### config.mk
export PLATFORM = sky130hd
export DESIGN_NAME = fpu_unit_arbiter
export DESIGN_NICKNAME = d
export VERILOG_FILES = /design/src/rtl/fpu_unit_arbiter.sv
export SDC_FILE = /design/constraint.sdc
export NUM_CORES = 1
export LEC_CHECK = 0
export ABC_AREA = 1
export BUFFER_PORTS_ARGS = -buffer_cell sky130_fd_sc_hd__buf_4
export CORE_AREA = 3 3 153 155
export CTS_CLUSTER_SIZE = 14
export DETAILED_ROUTE_END_ITERATION = 10
export DIE_AREA = 0 0 156 158
export PLACE_DENSITY = 0.77
export SYNTH_ARGS = -nofsm -noshare
export SYNTH_HDL_FRONTEND = slang
export SYNTH_SLANG_ARGS = --single-unit
### constraint.sdc
create_clock -name clk -period 2.35 [get_ports clk]
set_clock_uncertainty 0.2 [all_clocks]
set_input_delay 0.47 -clock clk [delete_from_list [all_inputs] [get_ports clk]]
set_output_delay 0.47 -clock clk [all_outputs]
set_load 0.01 [all_outputs]
### src/rtl/fpu_unit_arbiter.sv
// Round-robin sharing of one multiplier and one add/sub unit between NREQ requesters.
// Each unit runs its own IDLE/START/WAIT/RESP sequence; illegal ops are answered with a qNaN.
module fpu_unit_arbiter #(
  parameter int NREQ = 2
) (
  input  logic                 clk,
  input  logic                 rst,
  input  logic [NREQ-1:0]      req_valid,
  input  logic [2*NREQ-1:0]    req_op,
  input  logic [32*NREQ-1:0]   req_a,
  input  logic [32*NREQ-1:0]   req_b,
  output logic [NREQ-1:0]      req_ready,
  output logic [NREQ-1:0]      rsp_valid,
  output logic [32*NREQ-1:0]   rsp_data,
  output logic                 mul_start,
  output logic [31:0]          mul_a,
  output logic [31:0]          mul_b,
  input  logic                 mul_done,
  input  logic [31:0]          mul_result,
  output logic                 add_start,
  output logic [31:0]          add_a,
  output logic [31:0]          add_b,
  output logic                 add_sel,
  input  logic                 add_done,
  input  logic [31:0]          add_result
);
  localparam int PW = $clog2(NREQ);
  localparam logic [31:0] QNAN = 32'h7FC0_0000;

  typedef enum logic [1:0] {IDLE, START, WAIT, RESP} state_e;

  // Unit 0 is the multiplier, unit 1 the add/sub unit.
  state_e          u_state [2];
  logic [PW-1:0]   u_owner [2];
  logic [PW-1:0]   u_gidx  [2];
  logic [31:0]     u_a     [2];
  logic [31:0]     u_b     [2];
  logic [31:0]     u_res   [2];
  logic [1:0]      u_grant;
  logic [1:0]      u_start;
  logic [1:0]      u_done;
  logic [NREQ-1:0] outstanding;
  logic [NREQ-1:0] ill_w;
  logic            add_sel_q;
  logic            add_sel_d;

  assign u_done   = {add_done, mul_done};
  assign u_res[0] = mul_result;
  assign u_res[1] = add_result;

  for (genvar gi = 0; gi < 2; gi++) begin : g_unit
    state_e        state_q;
    logic [PW-1:0] ptr_q;
    logic [PW-1:0] owner_q;
    logic [31:0]   a_q;
    logic [31:0]   b_q;
    logic          start_q;
    logic          grant;
    logic [PW-1:0] gidx;
    logic [31:0]   sel_a;
    logic [31:0]   sel_b;

    // Pick the candidate with the smallest distance from the round-robin pointer.
    always_comb begin
      int best;
      int rank;
      logic [1:0] op;
      logic hit;
      grant = 1'b0;
      gidx  = '0;
      sel_a = '0;
      sel_b = '0;
      best  = NREQ;
      rank  = 0;
      op    = '0;
      hit   = 1'b0;
      if (!rst && state_q == IDLE) begin
        for (int j = 0; j < NREQ; j++) begin
          op   = req_op[2*j +: 2];
          hit  = (gi == 0) ? (op == 2'b00) : (op == 2'b01 || op == 2'b10);
          rank = j - int'(ptr_q);
          if (rank < 0) rank = rank + NREQ;
          if (hit && req_valid[j] && !outstanding[j] && rank < best) begin
            best  = rank;
            grant = 1'b1;
            gidx  = PW'(j);
            sel_a = req_a[32*j +: 32];
            sel_b = req_b[32*j +: 32];
          end
        end
      end
    end

    always_ff @(posedge clk) begin
      if (rst) begin
        state_q <= IDLE;
        ptr_q   <= '0;
        owner_q <= '0;
        a_q     <= '0;
        b_q     <= '0;
        start_q <= 1'b0;
      end else begin
        start_q <= 1'b0;
        case (state_q)
          IDLE: if (grant) begin
            a_q     <= sel_a;
            b_q     <= sel_b;
            owner_q <= gidx;
            start_q <= 1'b1;
            state_q <= START;
          end
          START: state_q <= WAIT;
          WAIT:  if (u_done[gi]) state_q <= RESP;
          RESP: begin
            ptr_q   <= (int'(owner_q) == NREQ - 1) ? '0 : owner_q + 1'b1;
            state_q <= IDLE;
          end
          default: state_q <= IDLE;
        endcase
      end
    end

    assign u_state[gi] = state_q;
    assign u_owner[gi] = owner_q;
    assign u_gidx[gi]  = gidx;
    assign u_grant[gi] = grant;
    assign u_start[gi] = start_q;
    assign u_a[gi]     = a_q;
    assign u_b[gi]     = b_q;
  end

  for (genvar gi = 0; gi < NREQ; gi++) begin : g_req
    logic [1:0]  op;
    logic        ill_acc;
    logic        ill_q;
    logic [31:0] data_q;
    logic [1:0]  own;
    logic [1:0]  fin;

    assign op  = req_op[2*gi +: 2];
    assign own = {u_state[1] != IDLE && u_owner[1] == PW'(gi),
                  u_state[0] != IDLE && u_owner[0] == PW'(gi)};
    // fin marks the unit whose result for this requester is being captured.
    assign fin = {u_state[1] == WAIT && u_done[1] && u_owner[1] == PW'(gi),
                  u_state[0] == WAIT && u_done[0] && u_owner[0] == PW'(gi)};

    assign outstanding[gi] = ill_q | (|own);
    assign ill_acc         = !rst && req_valid[gi] && op == 2'b11 && !outstanding[gi];
    assign ill_w[gi]       = ill_q;
    assign req_ready[gi]   = ill_acc | (u_grant[0] && u_gidx[0] == PW'(gi))
                                     | (u_grant[1] && u_gidx[1] == PW'(gi));
    assign rsp_valid[gi]   = ill_q | (own[0] && u_state[0] == RESP) | (own[1] && u_state[1] == RESP);
    assign rsp_data[32*gi +: 32] = data_q;

    always_ff @(posedge clk) begin
      if (rst) begin
        ill_q  <= 1'b0;
        data_q <= '0;
      end else begin
        ill_q <= ill_acc;
        if (ill_acc)     data_q <= QNAN;
        else if (fin[0]) data_q <= u_res[0];
        else if (fin[1]) data_q <= u_res[1];
      end
    end
  end

  always_comb begin
    add_sel_d = 1'b0;
    for (int j = 0; j < NREQ; j++) begin
      if (u_gidx[1] == PW'(j)) add_sel_d = req_op[2*j+1];
    end
  end

  always_ff @(posedge clk) begin
    if (rst)             add_sel_q <= 1'b0;
    else if (u_grant[1]) add_sel_q <= add_sel_d;
  end

  assign mul_start = u_start[0];
  assign mul_a     = u_a[0];
  assign mul_b     = u_b[0];
  assign add_start = u_start[1];
  assign add_a     = u_a[1];
  assign add_b     = u_b[1];
  assign add_sel   = add_sel_q;
endmodule

=== Word-level counts from Yosys, hierarchy flattened ===
Index checks and enable logic that the tools add are counted.

* Bits of input ports: 202
* Logic and storage cells: 183
* Register bits: 205

* Equality and inequality tests: 16
* Reduce and logical (&&, ||, !) cells: 63
* Bitwise gates (word level): 16
* Muxes and demuxes: 51
* Magnitude comparators: 8
* Add/subtract/negate cells: 10

{| class="wikitable"
|+ Operators with widths
! operator !! number
|-
| $mux W32 || 28
|-
| $lt A32 B3 Y1 const B || 2
|-
| $lt A32 B32 Y1 || 2
|-
| $mux W31 || 2
|-
| $logic_and A1 B1 Y1 || 38
|-
| $add A2 B3 Y4 const B || 4
|-
| $eq A2 B2 Y1 const B || 8
|-
| $pmux W2 S4 || 2
|-
| $mux W1 || 15
|-
| $reduce_or A2 Y1 || 6
|-
| $or A1 B1 Y1 || 10
|-
| $eq A2 B1 Y1 const B || 4
|-
| $logic_not A2 Y1 || 4
|-
| $lt A2 B1 Y1 const B || 4
|-
| $mux W2 || 4
|-
| $ne A2 B2 Y1 const B || 4
|-
| $reduce_and A2 Y1 || 4
|-
| $reduce_bool A2 Y1 || 4
|-
| $sub A1 B1 Y2 const A || 4
|-
| $not A1 Y1 || 6
|-
| $reduce_bool A3 Y1 || 2
|-
| $logic_not A1 Y1 || 3
|-
| $add A1 B1 Y1 const B || 2
|-
| $logic_or A1 B1 Y1 || 2
|}

=== Logic depth before layout (Yosys ltp) ===
Gate-level depths: netlist (run 1).

* Word-level depth: 17
* Depth in mapped cells: 12

=== Worst setup path before layout (run 1) ===
No wires, ideal clock.

* Kind: register to output
* Start point: register g_unit[0].state_q[0]
* End point: output req_ready[0]
* Data arrival time: 1.594 ns
* Required time: 1.680 ns
* Stages on the path, launching flop included: 10
* Path slack: 0.086 ns
* Cells stage by stage: dfxtp_1 inv_1 ha_1 nor2_1 nor2_4 nand3_1 nand2_1 nand2_1 buf_2 o21ai_0

* Cells in the longest elaborated chain, start to end: 17
* Elaborated cells between the ends (all ways): 42
* Classes of those cells: order compare (2); mux (14); bitwise (6); reduce/logical (20)

{| class="wikitable"
|+ RTL lines
! what !! RTL line !! source
|-
| start: declaration || 52 || <nowiki>state_e state_q;</nowiki>
|-
| start signal: assignment || 96 || <nowiki>state_q <= IDLE;</nowiki>
|-
| start signal: assignment || 110 || <nowiki>state_q <= START;</nowiki>
|-
| start signal: assignment || 112 || <nowiki>START: state_q <= WAIT;</nowiki>
|-
| $reduce_bool A2 Y1 || 142 || <nowiki>u_state[0] != IDLE && u_owner[0] == PW'(gi)};</nowiki>
|-
| $logic_and A1 B1 Y1 || 142 ||
|-
| $reduce_or A2 Y1 || 147 || <nowiki>assign outstanding[gi] = ill_q | (|own);</nowiki>
|-
| $or A1 B1 Y1 || 147 ||
|-
| $logic_not A1 Y1 || 83, 148 ||
|-
| $logic_and A1 B1 Y1 (2 in a row) || 83 || <nowiki>if (hit && req_valid[j] && !outstanding[j] && rank < best) begin</nowiki>
|-
| $mux W32 || 83 ||
|-
| $mux W32 || 77 || <nowiki>if (!rst && state_q == IDLE) begin</nowiki>
|-
| $lt A32 B32 Y1 || 83 ||
|-
| $logic_and A1 B1 Y1 || 83 ||
|-
| $mux W1 || 83 ||
|-
| $mux W1 || 77 ||
|-
| $not A1 Y1 || 150 || <nowiki>assign req_ready[gi] = ill_acc | (u_grant[0] && u_gidx[0] == PW'(gi))</nowiki>
|-
| $logic_and A1 B1 Y1 || 150 ||
|-
| $or A1 B1 Y1 || 150 ||
|-
| $or A1 B1 Y1 * || 151 || <nowiki>| (u_grant[1] && u_gidx[1] == PW'(gi));</nowiki>
|-
| end: declaration || 12 || <nowiki>output logic [NREQ-1:0] req_ready,</nowiki>
|}

Every way passes the cells marked *; elsewhere a longest branch is shown, timed or not. The select of a mux whose other input is x is not followed.

=== Worst setup path after layout (run 1) ===
* Start point: register g_unit[0].state_q[1]
* End point: output req_ready[1]

* Cells in the longest elaborated chain, start to end: 16
* Elaborated cells between the ends (all ways): 40
* Classes of those cells: order compare (2); mux (14); bitwise (4); reduce/logical (20)

{| class="wikitable"
|+ RTL lines
! what !! RTL line
|-
| $reduce_bool A2 Y1 || 142
|-
| $logic_and A1 B1 Y1 || 142
|-
| $reduce_or A2 Y1 || 147
|-
| $or A1 B1 Y1 || 147
|-
| $logic_not A1 Y1 || 83
|-
| $logic_and A1 B1 Y1 (2 in a row) || 83
|-
| $mux W32 || 83
|-
| $mux W32 || 77
|-
| $lt A32 B32 Y1 || 83
|-
| $logic_and A1 B1 Y1 || 83
|-
| $mux W1 || 83
|-
| $mux W1 || 77
|-
| $logic_and A1 B1 Y1 || 150
|-
| $or A1 B1 Y1 || 150
|-
| $or A1 B1 Y1 * || 151
|}

Marks and branches as above.

==> key figures, run 1 <==
Power and ir drop
  • Leakage: 0.007630 uW
  • Peak supply drop: 0.0005233 V
  • Power density cells: 878.6 nW/um^2

Detailed routing
  • Vias per cell: 5.552
  • # DRC: 0
  • Antenna-violating nets left: 0
  • Routed WL: 41,060 microns
  • Wirelength per Cell: 18.57 microns
  • DR WL met3: 4120 microns
  • Highest metal used: met4
  • Wl on met1: 15,820 microns
  • Total number of vias: 12,275
  • Initial DRT Pass Iterations: 6
  • 1st-iter DRT viols: 1,081
  • Met2 routed WL: 19,580 microns

Floorplan
  • Die Y: 158 microns
  • Total core area: 21,960 sq um
  • # IOs: 401
  • DIE AREA: 24,650 sq um
  • Die Wd: 156 microns
  • Initial core utilization: 0.4744
  • Std cell rows: 54

Placement
  • Placed Area: 13,820 sq um
  • Detailed placer's ending HPWL: 27,300 microns
  • GPL Wtd Cong: 0.9042
  • IO Port Bufs: 400

Yosys
  • Top cell type's share of synthesized area: 0.3939
  • Post-synth top area cell: dfxtp_1
  • Top post-synthesis cells by area: dfxtp_1 39%, nand2_1 15%, nand3_1 7.9%
  • Synth cell types: 26
  • Ys flop type: dfxtp_1
  • Syn Area/Cell: 6.849 sq um
  • Yosys warnings: 0
  • Synthesized cell area: 10,420 sq um
  • Post-synth ARST share: 0
  • Post-synth EDFFs: 0
  • Syn nets: 1,733
  • Syn Inst Count: 1,521
  • Synth Register Bits: 205
  • Sequential area share after synthesis: 0.3939

Critical path
  • Crit-path slowest cell: dfxtp_2
  • CP Cell Sequence: inv_2 -> ha_4 -> inv_4 -> nand2_4 -> nand3_4 -> nor2_4 -> nand2_4 -> o211ai_1 -> buf_4
  • Max FO, Critical Path: 5
  • Cells on worst reg2reg path: 14
  • WP data required: 1.68 ns
  • Critical path arrival: 2.02 ns
  • CP most frequent cell: nand2_4
  • WP depth: 9
  • CP startpoint kind: flop
  • Buf+Inv Stages, Crit Path: 3
  • CP top delay family: simple AND/OR/NAND/NOR gates
  • Crit Path Category: flop to output pin
  • Slowest stage delay, CP: 0.32 ns
  • Worst setup EP type: output pin

Clock network
  • H-tree levels: 1
  • Count of clock tree sinks: 205
  • Total CTS buffers: 24
  • Clk slew on worst S/H paths: 0.06 ns
  • Clk buf depth: 3
  • Skew-Pair Late Insertion Delay: 0.52 ns
  • CTS Root Cell: clkbuf_16
  • CTS tree: built

Cells and area
  • Most frequent cells in the layout: 460 x buf_4, 405 x nand2_1, 200 x dfxtp_1
  • Final core utilization: 0.6842
  • # diodes: 0
  • Layout cell share with drive strength beyond 1: 0.2848
  • Most common cell after layout, fill and taps aside: buf_4
  • Nets@finish: 2,125
  • Area growth from synthesis to layout: 44.21%
  • Final instance area: 15,020 sq um

Global routing
  • Antenna violations before repair: 0
  • Pin count of the biggest net entering global routing: 75
  • Vias in the first global route: 11,372
  • GRT Util Overall: 0.3089
  • First-pass GRT wire length: 62,120 microns
  • Grt total ovfl: 0

STA
  • Worst slew pin tran: 0.5093 ns
  • Min Hold Slack: 0.006526 ns
  • Final Hold Vio Count: 0
  • Slew HR: 0.6605
  • Final critical-path share of the clock period: 1.146
  • Final setup fails: 4
  • RSZ-0062 raised after global routing: true
  • Fmax: 0.3712 GHz
  • Worst setup margin: -0.3441 ns
  • Final Critical Period: 2.694 ns
  • Pins over their slew limit: 0

Worst hold path
  • Worst Hold Depth: 3
  • Worst hold path class: input port to flop

Status
  • Status: finished, violations left
  • Failing checks: setup timing

Run
  • MaxCap Viol Count: 0
==> layer usage <==
metal  vias up  global-route usage
met1      5695              0.3863
met5         -                   0
li1       5793                   -
met3       111             0.07600
met2       676              0.5216
met4         0              0.1068
==> logic make-up after synthesis <==
logic type | count (synthesis) | synth area share
compound gates | 353 | 0.1859
fa+ha+maj | 10 | 0.01201
buf+inv | 268 | 0.1069
flops | 205 | 0.3939
simple gates | 685 | 0.3012
==> area by class of cell <==
class | instances | area [sq um]
inverters | 144 | 551.8
repair buffers | 490 | 3896
flip-flops and latches | 205 | 4110
well taps | 280 | 350.3
multi-input cells | 1048 | 5311
clock inverters | 5 | 75.07
fillers | 1841 | 6935
clock buffers | 39 | 728.2
==> cells in the mapped netlist (7+ instances only) <==
cell / instances
nand3_1: 165
o21ai_1: 11
o21ai_0: 136
nor2_1: 16
o211ai_1: 50
buf_1: 7
buf_2: 40
ha_1: 10
a21oi_1: 138
nand3b_1: 82
nand2_1: 409
o21bai_1: 18
dfxtp_1: 205
inv_1: 139
clkbuf_1: 66
==> final timing paths <==
check,from,endpoint,slack (ns)
worst max-delay path,g_unit[0].state_q[1],req_ready[1],-0.34
worst min register to register,mul_b[20],mul_b[20],0.26
worst max register to register,g_unit[0].state_q[1],mul_a[20],0.09
worst min-delay path,req_a[54],add_a[22],0.007
==> worst reg2reg max path: stages (launching register included) <==
cell and delay [ns]:
dfxtp_2 0.32, inv_2 0.06, ha_4 0.17, nor2_4 0.05, nor2_4 0.16, nand3_2 0.13, buf_4 0.15, buf_4 0.12
buf_4 0.14, inv_4 0.07, buf_12 0.21, nand2_1 0.14, nand2_1 0.08, nand3_1 0.06, a21oi_1 0.13
==> power by group <==
part           leakage, uW  internal [uW]  switching, uW
logic              0.00557           2120           2830
clock network     0.000395           2330           1510
registers          0.00167           4060            347
==> registers in the layout (all words and copies together), names as in the netlist <==
| register | flops |
|---|---|
| add_sel | 1 |
| g_req.data_q | 64 |
| g_unit.owner_q | 2 |
| g_unit.state_q | 4 |
| add_b | 32 |
| g_unit.ptr_q | 2 |
| add_start | 1 |
| mul_b | 32 |
| mul_start | 1 |
| add_a | 32 |
| mul_a | 32 |
| g_req.ill_q | 2 |
==> metrics by stage <==
| stage | TNS [ns] | worst slack (ns) | cells | power (uW) |
|---|---|---|---|---|
| 2_1_floorplan | 0 | 0.08555 | 1521 | 6852 |
| 3_3_place_gp | 0 | 0.03124 | 2132 | 8914 |
| 3_5_place_dp | 0 | 0.008571 | 2132 | 9015 |
| 6_report | -0.8162 | -0.3441 | 2211 | 13200 |
| 4_1_cts | -0.5850 | -0.2506 | 2203 | 13080 |
| 5_1_grt | -1.050 | -0.4106 | 2211 | 13860 |
==> repair_timing <==
item	4_1_cts	5_1_grt
resized for setup	26	8
endpoints found under the setup margin	4	11
endpoints found under the hold margin	14	0
setup buffers	13	8
hold buffers	14	0
gates cloned	0	0
pin swaps	12	5
Note: power is estimated with default switching activity, not from simulation.
==> run 2, diff against run 1 <==
clock period = 2.5 ns   (was 2.35 ns; I/O delays follow)
==> run 2 against run 1 <==
Against the previous run: the flow still finishes with violations (setup timing); critical path depth stayed put; count of clock-buffer cells in the layout is 5 lower; sequential power is 5.7% lower; first-iteration DRC count is 9.3% higher; combinational power is 9.7% lower; flip-flop and latch count stayed put; wire length is 0.88% lower; global-route usage hardly changed; register-to-register slack better by 0.03 ns; critical path type unchanged; critical endpoint unchanged; largest power group unchanged.
==> key figures, run 2 (same netlist as run 1, synthesis figures left out) <==
Cells and area
  • # diodes: 0 (unchanged)
  • Layout cell share with drive strength beyond 1: 0.2787 (-0.006138)
  • Nets@finish: 2,091 (-1.6%)
  • Most frequent cells in the layout: 446 x buf_4, 405 x nand2_1, 201 x dfxtp_1
  • Largest register FFs: 64 (unchanged)
  • Most flop-heavy register: g_req.data_q
  • Area growth from synthesis to layout: 40.02%
  • Most common cell after layout, fill and taps aside: buf_4

Power and ir drop
  • Power density cells: 817.2 nW/um^2 (-7.0%)
  • Switch share: 0.3611 (+0.005864)
  • Design Power: 11,920 uW (-9.7%)
  • Flop pwr share: 0.349 (+0.015)
  • Leakage: 0.007420 uW (-2.7%)
  • Logic pwr share: 0.375 (about the same)
  • Peak supply drop: 0.0005093 V (-2.7%)
  • Switching pwr: 4304 uW (-8.2%)
  • P_int: 7616 uW (-11%)
  • Clock power frac: 0.277 (-0.014)

Global routing
  • Antenna violations before repair: 0 (unchanged)
  • Vias in the first global route: 11,590 (+1.9%)
  • First-pass GRT wire length: 62,150 microns (about the same)
  • Pin count of the biggest net entering global routing: 88 (+17%)
  • GRT Util Overall: 0.3091 (about the same)
  • Grt total ovfl: 0 (unchanged)

Worst hold path
  • Worst hold path class: input port to flop

Clock network
  • CTS tree: built
  • CTS Root Cell: clkbuf_16
  • Clk buf depth: 3 (unchanged)
  • Total CTS buffers: 24 (unchanged)
  • H-tree levels: 1 (unchanged)
  • Clk slew on worst S/H paths: 0.06 ns (about the same)
  • Skew-Pair Late Insertion Delay: 0.51 ns (about the same)
  • Count of clock tree sinks: 205 (unchanged)

STA
  • RSZ-0062 raised after global routing: true
  • Final setup fails: 2 (-2)
  • Worst slew pin tran: 0.7915 ns (+0.2822 ns)
  • Slew HR: 0.4724 (-0.1881)
  • Fmax: 0.3736 GHz
  • Final Hold Vio Count: 0 (unchanged)
  • Final critical-path share of the clock period: 1.071
  • Worst setup margin: -0.1765 ns (+0.1676 ns)
  • Pins over their slew limit: 0 (unchanged)
  • Final Critical Period: 2.676 ns

Detailed routing
  • # DRC: 0 (unchanged)
  • Routed WL: 40,700 microns (-0.88%)
  • Antenna-violating nets left: 0 (unchanged)
  • Met2 routed WL: 19,280 microns (-1.6%)
  • Wirelength per Cell: 18.75 microns (+0.94%)
  • Wl on met1: 15,420 microns (-2.6%)
  • Total number of vias: 12,134 (-1.1%)
  • DR WL met3: 3952 microns (-4.1%)
  • Initial DRT Pass Iterations: 6 (unchanged)
  • Highest metal used: met4
  • Vias per cell: 5.589 (+0.67%)
  • 1st-iter DRT viols: 1,182 (+9.3%)

Critical path
  • CP startpoint kind: flop
  • Crit Path Category: flop to output pin
  • Slowest stage delay, CP: 0.32 ns (about the same)
  • Crit-path slowest cell: dfxtp_2
  • CP Cell Sequence: inv_2 -> ha_4 -> nor2_4 -> nor2_4 -> nand3_2 -> nand2_2 -> nand2_4 -> o211ai_1 -> buf_4
  • Max FO, Critical Path: 5 (unchanged)
  • Critical path arrival: 1.98 ns (-0.04 ns)
  • WP data required: 1.80 ns (+0.12 ns)
  • CP most frequent cell: nor2_4
  • Worst setup EP type: output pin
  • Buf+Inv Stages, Crit Path: 2 (-1)
  • CP top delay family: simple AND/OR/NAND/NOR gates

Floorplan
  • Total core area: 21,960 sq um (unchanged)
  • # IOs: 401 (unchanged)
  • Die Wd: 156 microns (unchanged)
  • Std cell rows: 54 (unchanged)
  • Initial core utilization: 0.4744 (unchanged)
  • DIE AREA: 24,650 sq um (unchanged)
  • Die Y: 158 microns (unchanged)

Placement
  • IO Port Bufs: 400 (unchanged)
  • Detailed placer's ending HPWL: 27,350 microns (+0.19%)
  • GPL Wtd Cong: 0.8943 (-1.1%)
  • Pre-CTS setup slack: 0.05817 ns (+0.04960 ns)

Run
  • MaxCap Viol Count: 0 (unchanged)

Status
  • Status: finished, violations left
  • Failing checks: setup timing
==> run 2: changes by cell type in the layout (fill, tap and decap cells not counted), sizes merged <==
cell         before  now
clkinvlp          1    0
bufinv            2    0
dlygate4sd3      14    0
buf             476  456
clkbuf           39   34
clkinv            3    5
==> run 2: metal layers <==
metal / GRT usage / up-vias
met5: 0 / -
met4: 0.1451 / 0
met2: 0.5233 / 688
li1: - / 5716
met1: 0.3740 / 5602
met3: 0.06944 / 128
==> run 2: final timing paths <==
kind              slack [ns]  cells after the start            startpoint                  end
setup reg to reg        0.12                      8  g_unit[0].state_q[0]  g_req[0].data_q[30]
setup / recovery       -0.18                      9  g_unit[0].state_q[0]         req_ready[1]
hold reg to reg         0.26                      2              mul_b[0]             mul_b[0]
hold / removal          0.04                      3             req_b[42]            add_b[10]
==> run 2: final cells by class <==
type / instances / area (sq um)
Inverter: 144 / 545.5
Clock buffer: 34 / 709.4
Fill cell: 1943 / 7372
Timing Repair Buffer: 456 / 3531
Multi-Input combinational cell: 1048 / 5321
Sequential cell: 205 / 4109
Tap cell: 280 / 350.3
Clock inverter: 4 / 20.02
==> run 2: tightest hold or removal path: cells and delay by family <==
family / cells / cell delay [ns]
buf+inv: 1 / 0.08
simple gates: 1 / 0.06
compound gates: 1 / 0.08
==> run 2: metrics by stage <==
| step | TNS (ns) | utilization | hold WS (ns) | area, sq um | std cells |
|---|---|---|---|---|---|
| 2_1_floorplan | 0 | - | 0.2303 | 10420 | 1521 |
| 4_1_cts | -0.2722 | 0.6622 | 0.03193 | 14540 | 2167 |
| 5_1_grt | -0.5049 | 0.6643 | 0.05467 | 14590 | 2171 |
| 3_5_place_dp | 0 | 0.6211 | 0.2554 | 13640 | 2118 |
| 3_3_place_gp | 0 | 0.6211 | 0.2518 | 13640 | 2118 |
| 6_report | -0.3264 | 0.6643 | 0.04465 | 14590 | 2171 |
==> run 2: repair_timing <==
action / CTS / global route
hold buffers: 0 / 0
resized for setup: 27 / 5
buffers inserted: 11 / 4
hold endpoints to repair: 0 / 0
endpoints found under the setup margin: 2 / 2
gates cloned: 0 / 0
pin swaps: 11 / 8
==> run 2: power by group through the flow <==
stage | combinational [uW] | sequential (uW) | clock [uW]
floorplan | 2070 | 4370 | 0
global placement | 4090 | 4190 | 0
detailed placement | 4170 | 4200 | 0
CTS | 4380 | 4150 | 3360
global route | 4870 | 4210 | 3470
finish | 4470 | 4160 | 3300
==> run 3, diff against run 2 <==
clock period = 3.5 ns   (was 2.5 ns; I/O delays follow)
==> run 3 against run 2 <==
Against the previous run: the flow now finishes without violations; combinational power is 35% lower; sequential share of layout area grew 0.75 points; first-iteration DRC count down 16%; largest power group is now registers; highest routed layer is now met5.
==> key figures, run 3 (same netlist as run 1, synthesis figures left out) <==
Status
  • Status: completed

Critical path
  • Cells on worst reg2reg path: 10 (+2)
  • Max FO, Critical Path: 11 (+6)
  • CP Cell Sequence: inv_1 -> ha_1 -> nor2_1 -> nor2_4 -> nand3_1 -> inv_1 -> a21oi_1 -> o21ai_0 -> buf_4
  • WP data required: 2.60 ns (+0.80 ns)
  • CP most frequent cell: inv_1
  • Crit-path slowest cell: dfxtp_1
  • Reg2reg end: mul_b[10]
  • FF-to-FF Start: g_unit[0].state_q[1]
  • Slowest stage delay, CP: 0.38 ns (+0.06 ns)
  • Critical path arrival: 2.28 ns (+0.30 ns)
  • FF-to-FF setup slack: 0.83 ns (+0.71 ns)
  • CP startpoint kind: flop
  • Crit Path Category: flop to output pin
  • Worst setup EP type: output pin

Power and ir drop
  • Clock power frac: 0.292 (+0.015)
  • P_int: 5330 uW (-30%)
  • Peak supply drop: 0.0004856 V (-4.7%)
  • Design Power: 8298 uW (-30%)
  • Logic pwr share: 0.352 (-0.023)
  • Power density cells: 584.8 nW/um^2 (-28%)
  • Leakage: 0.007216 uW (-2.8%)
  • Switching pwr: 2968 uW (-31%)
  • Switch share: 0.3577 (-0.003395)
  • Flop pwr share: 0.355 (+0.006)

Global routing
  • Pin count of the biggest net entering global routing: 109 (+24%)
  • Vias in the first global route: 10,931 (-5.7%)
  • GRT Util Overall: 0.2976 (-0.01154)
  • Antenna violations before repair: 1 (+1)
  • Grt total ovfl: 0 (unchanged)
  • First-pass GRT wire length: 59,730 microns (-3.9%)

Clock network
  • Clk buf depth: 3 (unchanged)
  • Count of clock tree sinks: 205 (unchanged)
  • CTS tree: built
  • Total CTS buffers: 23 (-4.2%)
  • Number of setup buffers added after CTS: 0 (-11)
  • H-tree levels: 1 (unchanged)
  • Clk slew on worst S/H paths: 0.06 ns (about the same)
  • CTS Root Cell: clkbuf_16
  • Post-CTS Hold Buffers: 0 (unchanged)
  • Post-cts resize count: 0 (-100%)
  • Skew-Pair Late Insertion Delay: 0.50 ns (about the same)

Cells and area
  • # diodes: 0 (unchanged)
  • Final instance area: 14,190 sq um (-2.7%)
  • Post-Layout Cell Count: 2,143 (-1.3%)
  • Nets@finish: 2,061 (-1.4%)
  • Area growth from synthesis to layout: 36.21%
  • Largest register FFs: 64 (unchanged)
  • Fillers: 1,971 (+1.4%)
  • Most flop-heavy register: g_req.data_q
  • Most frequent cells in the layout: 426 x buf_4, 406 x nand2_1, 205 x dfxtp_1
  • Layout cell share with drive strength beyond 1: 0.2571 (-0.02158)
  • Most common cell after layout, fill and taps aside: buf_4

STA
  • RSZ-0062 raised after global routing: false
  • Setup TNS: 0 ns (+0.3264 ns)
  • Fmax: 0.3148 GHz
  • Final Hold Vio Count: 0 (unchanged)
  • Final critical-path share of the clock period: 0.9077
  • Worst slew pin tran: 0.9066 ns (+0.1151 ns)
  • Pins over their slew limit: 0 (unchanged)
  • Final Critical Period: 3.177 ns
  • Final setup fails: 0 (-2)
  • Slew HR: 0.3956 (-0.07676)

Detailed routing
  • Routed WL: 39,270 microns (-3.5%)
  • Wirelength per Cell: 18.32 microns (-2.3%)
  • Total number of vias: 11,750 (-3.2%)
  • # DRC: 0 (unchanged)
  • Antenna-violating nets left: 0 (unchanged)
  • 1st-iter DRT viols: 997 (-16%)
  • Initial DRT Pass Iterations: 5 (-1)
  • Vias per cell: 5.483 (-1.9%)

Placement
  • Detailed placer's ending HPWL: 25,920 microns (-5.2%)
  • GPL Wtd Cong: 0.8908 (-0.39%)
  • IO Port Bufs: 400 (unchanged)
  • Placed Area: 13,450 sq um (-1.4%)
  • Placed cells: 2,104 (-0.66%)

Worst hold path
  • Worst hold start: req_b[59]
  • Worst hold path class: input port to flop
  • Worst Hold Depth: 3 (unchanged)
  • Hold path endpoint: add_b[27]

Floorplan
  • Std cell rows: 54 (unchanged)
  • # IOs: 401 (unchanged)
  • Die Wd: 156 microns (unchanged)
  • Initial core utilization: 0.4744 (unchanged)
  • Total core area: 21,960 sq um (unchanged)
  • DIE AREA: 24,650 sq um (unchanged)
  • Die Y: 158 microns (unchanged)

Run
  • MaxCap Viol Count: 0 (unchanged)
==> run 3: changes by cell type in the layout (fill, tap and decap cells not counted), moves of 3 or more <==
cell / before / now
buf_12: 8 / 1
buf_4: 446 / 426
dfxtp_1: 201 / 205
dfxtp_2: 4 / 0
inv_1: 132 / 138
inv_2: 10 / 5
nand2_2: 3 / 6
nand2_4: 5 / 1
==> run 3: area by class of cell <==
type                    count  area, sq um  share of cell area
clock inverters             5        77.57            0.005467
flip-flops and latches    205         4104              0.2892
repair buffers            427         3218              0.2268
well taps                 280        350.3             0.02469
clock buffers              34        666.9             0.04700
inverters                 144        540.5             0.03809
multi-input cells        1048         5233              0.3687
==> run 3: per-layer routing <==
metal,wire (microns),up-vias,track usage
met3,3857,101,0.06834
met1,15540,5421,0.3772
met4,1657,2,0.1220
li1,-,5666,-
met5,15,-,0
met2,18200,560,0.4905
==> run 3: critical path: cells and delay by family (launching register included) <==
family	cells	cell delay, ns
compound gates	2	0.30
fa+ha+maj	1	0.23
buf+inv	3	0.42
flops	1	0.38
simple gates	3	0.44
==> run 3: power by group through the flow <==
| stage | Sequential (uW) | Combinational (uW) | Clock, uW |
|---|---|---|---|
| final | 2950 | 2920 | 2430 |
| after detailed placement | 2990 | 2890 | 0 |
| after CTS | 2950 | 2910 | 2460 |
| after global routing | 2990 | 3200 | 2570 |
| after global placement | 2980 | 2850 | 0 |
| after floorplan | 3120 | 1480 | 0 |
==> run 3: how the worst max path moves through the flow <==
stage	start	endpoint	slack, ns
finish	g_unit[0].state_q[1]	req_ready[0]	0.32
global route	g_unit[0].state_q[1]	req_ready[0]	0.16
CTS	g_unit[0].state_q[1]	req_ready[0]	0.31
detailed placement	req_op[1]	g_unit[1].state_q[1]	0.64
global placement	req_op[0]	g_unit[1].state_q[1]	0.66
floorplan	req_op[0]	req_ready[0]	0.79
==> run 3: metrics by stage <==
stage	utilization	setup WS, ns	hold WS [ns]
floorplan	-	0.7946	0.2303
global placement	0.6123	0.6555	0.2524
detailed placement	0.6123	0.6381	0.2554
CTS	0.6462	0.3062	0.2392
global route	0.6462	0.1604	0.2446
finish	0.6462	0.3230	0.2445
